**config.mk**
```make
export PLATFORM = sky130hd
export DESIGN_NAME = differential_serializer
export DESIGN_NICKNAME = d
export VERILOG_FILES = /design/src/rtl/differential_serializer.sv
export SDC_FILE = /design/constraint.sdc
export NUM_CORES = 1
export LEC_CHECK = 0
export ABC_AREA = 1
export CAP_MARGIN = 20
export CORE_AREA = 2 2 61 75
export CTS_BUF_LIST = sky130_fd_sc_hd__clkbuf_4 sky130_fd_sc_hd__clkbuf_8 sky130_fd_sc_hd__clkbuf_16
export DETAILED_ROUTE_END_ITERATION = 12
export DIE_AREA = 0 0 63 77
export PLACE_DENSITY = 0.77
export SKIP_CTS_REPAIR_TIMING = 1
export SLEW_MARGIN = 20
export SYNTH_ARGS = -nofsm -noshare
export SYNTH_HDL_FRONTEND = slang
export SYNTH_SLANG_ARGS = --single-unit
```
**constraint.sdc**
```tcl
create_clock -name clock -period 2 [get_ports clock]
set_clock_uncertainty 0.15 [all_clocks]
set_input_delay 0.2 -clock clock [delete_from_list [all_inputs] [get_ports clock]]
set_output_delay 0.2 -clock clock [all_outputs]
set_load 0.01 [all_outputs]
```
**src/rtl/differential_serializer.sv**
```systemverilog
// rtl/differential_serializer.sv - LSB-first word serializer onto a complementary out_p/out_n pair.
// Optional PRBS7 line pattern with prbs_mode input when DIFFSER_PRBS7_EN is defined.
module differential_serializer #(
  parameter int               WIDTH     = 16,
  parameter logic [WIDTH-1:0] IDLE_WORD = {WIDTH/2{2'b01}}
) (
  input  logic             clock,
  input  logic             reset,
  input  logic             enable,
`ifdef DIFFSER_PRBS7_EN
  input  logic             prbs_mode,
`endif
  input  logic [WIDTH-1:0] in_data,
  input  logic             in_valid,
  output logic             in_ready,
  output logic             out_p,
  output logic             out_n,
  output logic             busy,
  output logic [15:0]      underrun_count
);

  localparam int CW = $clog2(WIDTH);
  localparam logic [CW-1:0] LAST = CW'(WIDTH - 1);

  typedef enum logic {OFF, RUN} state_t;

  state_t           state, state_d;
  logic [CW-1:0]    cnt, cnt_d;
  logic [WIDTH-1:0] sr, sr_d, word;
  logic             p_d, n_d, bit_d, do_load, do_shift, boundary;
  logic [15:0]      uc_d;
`ifdef DIFFSER_PRBS7_EN
  logic [6:0]       lfsr, lfsr_d, lfsr_src;
  logic             prbs_on, prbs_on_d;
`endif

  always_comb begin
    state_d  = state;
    cnt_d    = cnt;
    sr_d     = sr;
    p_d      = out_p;
    n_d      = out_n;
    uc_d     = underrun_count;
    in_ready = 1'b0;
    do_load  = 1'b0;
    do_shift = 1'b0;
    bit_d    = 1'b0;
    boundary = (cnt == LAST);
`ifdef DIFFSER_PRBS7_EN
    lfsr_d    = lfsr;
    prbs_on_d = prbs_on;
    lfsr_src  = (state == OFF) ? 7'h7F : lfsr;
`endif

    case (state)
      OFF: begin
        in_ready = enable & ~reset;
        p_d      = 1'b0;
        n_d      = 1'b0;
        do_load  = enable;
      end
      RUN: begin
        in_ready = enable & boundary & ~reset;
        if (!boundary) begin
          do_shift = 1'b1;
        end else if (enable) begin
          do_load = 1'b1;
          if (!in_valid && underrun_count != 16'hFFFF)
            uc_d = underrun_count + 16'd1;
        end else begin
          state_d = OFF;
          cnt_d   = '0;
          p_d     = 1'b0;
          n_d     = 1'b0;
        end
      end
      default: state_d = OFF;
    endcase

`ifdef DIFFSER_PRBS7_EN
    // Pattern mode owns the line: no handshakes and no underrun accounting.
    if (prbs_mode) begin
      in_ready = 1'b0;
      uc_d     = underrun_count;
    end
`endif

    word = (in_valid && in_ready) ? in_data : IDLE_WORD;

    if (do_load) begin
      state_d = RUN;
      cnt_d   = '0;
      sr_d    = word >> 1;
      bit_d   = word[0];
    end
    if (do_shift) begin
      cnt_d = cnt + 1'b1;
      sr_d  = sr >> 1;
      bit_d = sr[0];
    end

`ifdef DIFFSER_PRBS7_EN
    if (state == OFF)
      lfsr_d = 7'h7F;
    if (do_load)
      prbs_on_d = prbs_mode;
    if ((do_load && prbs_mode) || (do_shift && prbs_on)) begin
      bit_d  = lfsr_src[6];
      lfsr_d = {lfsr_src[5:0], lfsr_src[6] ^ lfsr_src[5]};
    end
`endif

    if (do_load || do_shift) begin
      p_d = bit_d;
      n_d = ~bit_d;
    end
  end

  always_ff @(posedge clock or posedge reset) begin
    if (reset) begin
      state          <= OFF;
      cnt            <= '0;
      sr             <= '0;
      out_p          <= 1'b0;
      out_n          <= 1'b0;
      underrun_count <= '0;
`ifdef DIFFSER_PRBS7_EN
      lfsr           <= 7'h7F;
      prbs_on        <= 1'b0;
`endif
    end else begin
      state          <= state_d;
      cnt            <= cnt_d;
      sr             <= sr_d;
      out_p          <= p_d;
      out_n          <= n_d;
      underrun_count <= uc_d;
`ifdef DIFFSER_PRBS7_EN
      lfsr           <= lfsr_d;
      prbs_on        <= prbs_on_d;
`endif
    end
  end

  assign busy = (state == RUN);

endmodule
```
==> results.sh <==
export IMPL_crit_reg2reg_launch="cnt[0]"
export IMPL_grt_pass1_vias=1877
export IMPL_routabilityCongestion=0.8242
export IMPL_status="complete, no violations"
export IMPL_met1_length_um=1989
export IMPL_cp_arrival_ns=1.83
export IMPL_hold_depth=3
export IMPL_wl_met2_um=2310
export IMPL_required_ns=2.03
export IMPL_fillers=373
export IMPL_critPathCaptureType="register"
export IMPL_cellLeakagePower_uw=0.001236
export IMPL_rr_endpoint="sr[8]"
export IMPL_yosys_area_top_type="dfrtp_1"
export IMPL_drt_initial_drc_count=132
export IMPL_grt_usage=0.2094
export IMPL_avgSynthCellArea_um2=7.818
export IMPL_async_flop_share=1.000
export IMPL_ys_warn_count=0
export IMPL_grt_pass1_wl_um=8079
export IMPL_fin_nets=336
export IMPL_firstDrtPassIters=4
export IMPL_synth_seq_cells=38
export IMPL_die_h_um=77
export IMPL_place_detailed_hpwl_um=3302
export IMPL_drive_above_1_share=0.09206
export IMPL_holdWs_ns=0.3008
export IMPL_insertion_delay_ns=0.29
export IMPL_rr_worst_depth=8
export IMPL_setup_violations_final=0
export IMPL_wl_met3_um=219
export IMPL_synth_cells=262
export IMPL_antenna_left=0
export IMPL_synth_main_ff_cell="dfrtp_1"
export IMPL_synth_area_top_cells="dfrtp_1, nand2_1, inv_1, nor2_1, o21ai_0"
export IMPL_synth_edf_count=0
export IMPL_cts_sinks=38
export IMPL_final_hold_viol_count=0
export IMPL_die_x_um=63
export IMPL_syn_to_final_growth_pct=31.89
export IMPL_cts_tree="built"
export IMPL_fin_cells=371
export IMPL_rows=26
export IMPL_cts_buffers=5
export IMPL_period_share=0.9037
export IMPL_wirelength_um=4584
export IMPL_grt_start_max_net_pins=39
export IMPL_dp_cells=363
export IMPL_fmax_mhz=553.3
export IMPL_hold_path_class="in -> reg"
export IMPL_numPortBuffers=39
export IMPL_slew_violations=0
export IMPL_remaining_drc_errors=0
export IMPL_syn_area_um2=2048
export IMPL_overflow=0
export IMPL_ir_worst_vdd_mv=0.7168
export IMPL_ys_types=25
export IMPL_final_area_um2=2701
export IMPL_cts_root_buf="clkbuf_8"
export IMPL_num_io_pins=40
export IMPL_top_layer="met4"
export IMPL_vias_per_cell=5.065
export IMPL_die_area_um2=4851
export IMPL_hp_start="in_data[7]"
export IMPL_finalPower_uw=2531
export IMPL_rsz0062_at_grt="false"
export IMPL_placed_area_um2=2556
export IMPL_synth_net_count=284
export IMPL_synthTopCellsByCount="nand2_1, dfrtp_1, inv_1"
export IMPL_synth_most_common_cell="nand2_1"
export IMPL_crit_fanout=11
export IMPL_ys_seq_area_frac=0.4643
export IMPL_start_util=0.4958
export IMPL_grt_antenna_before_repair=0
export IMPL_vias=1879
export IMPL_period_minus_slack_ns=1.807
export IMPL_slew_headroom=0.6746
export IMPL_worstMarginPinSlew_ns=0.4880
export IMPL_n_antenna_cell=0
export IMPL_crit_path_start_kind="register"
export IMPL_min_to="sr[6]"
export IMPL_wl_per_cell_um=12.36
export IMPL_path_class="reg -> reg"
export IMPL_rrSetupSlack_ns=0.19
export IMPL_cap_violations=0
export IMPL_core_area_um2=4131
export IMPL_power_density_nw_per_um2=936.8
export IMPL_h_tree_depth=2
export IMPL_clkTransAtPathRegs_ns=0.08
export IMPL_clk_path_buf_depth=2
export IMPL_netlist_area_leader_share=0.4643
-- stage by stage --
stage | TNS, ns | util | setup slack [ns]
after floorplan | 0 | - | 0.05195
final | 0 | 0.6538 | 0.1926
after global placement | 0 | 0.6187 | 0.1201
after CTS | -0.1775 | 0.6532 | -0.1775
after global routing | 0 | 0.6538 | 0.01998
after detailed placement | 0 | 0.6187 | 0.1166
-- power by group --
group          internal, µW  switching [µW]  total (µW)
Sequential              944             114        1060
Clock                   532             278         810
Combinational           331             332         663
Total                  1810             724        2530
-- cell usage in the layout (no fill, tap or decap) --
master | synthesis | routed
xnor2_1 | 6 | 6
o21bai_1 | 7 | 7
dlymetal6s2s_1 | 0 | 1
bufinv_16 | 0 | 2
o21ai_2 | 1 | 1
a22o_1 | 1 | 1
buf_4 | 0 | 11
o211ai_1 | 6 | 6
inv_2 | 2 | 2
nand3_1 | 8 | 8
nor2_1 | 18 | 18
inv_1 | 25 | 25
nand3_2 | 3 | 3
nand2_2 | 1 | 1
a21oi_4 | 1 | 1
clkinv_1 | 2 | 2
clkdlybuf4s50_1 | 0 | 38
nor3_1 | 1 | 1
xor2_1 | 3 | 3
nor2_4 | 2 | 2
nand2_1 | 104 | 104
ha_1 | 2 | 2
dfrtp_1 | 38 | 38
o31ai_1 | 8 | 8
o21ai_0 | 13 | 13
nand4_1 | 5 | 5
clkbuf_8 | 0 | 6
-- logic make-up (layout without fill, tap and decap cells) --
group                    count (synthesis)  count (layout)  synth area share
buffers and inverters                   34              87           0.07025
XOR/XNOR                                 9               9           0.03849
AO/OA/AOI/OAI                           37              37            0.1252
flip-flops                              38              38            0.4643
AND/OR/NAND/NOR                        142             142            0.2895
adder cells (fa/ha/maj)                  2               2           0.01222
-- worst max-delay path, stage by stage, from the launching register on --
cell and delay, ns:
dfrtp_1 0.41, ha_1 0.24, nand3_2 0.09, nand2_1 0.06, buf_4 0.18, nand2_1 0.17
buf_4 0.16, o21ai_0 0.07, o21bai_1 0.16
-- cell type report --
cell class,count,area [µm²],area share
multi-input combinational,190,953.4,0.3529
sequential,38,950.9,0.3520
timing repair buffer,50,475.5,0.1760
inverter,29,108.9,0.04030
clock buffer,6,82.58,0.03057
tap,56,70.07,0.02594
clock inverter,2,60.06,0.02223
-- flip-flops by register name (all words and copies together), names as in the netlist --
signal and flops:
busy 1, cnt 4, out_n 1, out_p 1, sr 15, underrun_count 16
-- per-layer routing --
metal / up-vias / track usage
li1: 938 / -
met1: 870 / 0.2450
met2: 65 / 0.3691
met3: 6 / 0.04252
met4: 0 / 0.08667
met5: - / 0
-- worst max path at each step --
stage,start,to,slack [ns],cells after the start
after global placement,enable,in_ready,0.12,4
after detailed placement,enable,in_ready,0.12,4
after CTS,cnt[0],in_ready,-0.18,6
final,cnt[0],sr[8],0.19,8
after floorplan,reset,sr[14],0.05,4
after global routing,cnt[0],sr[8],0.02,8
Note: power is estimated with default switching activity, not from simulation.
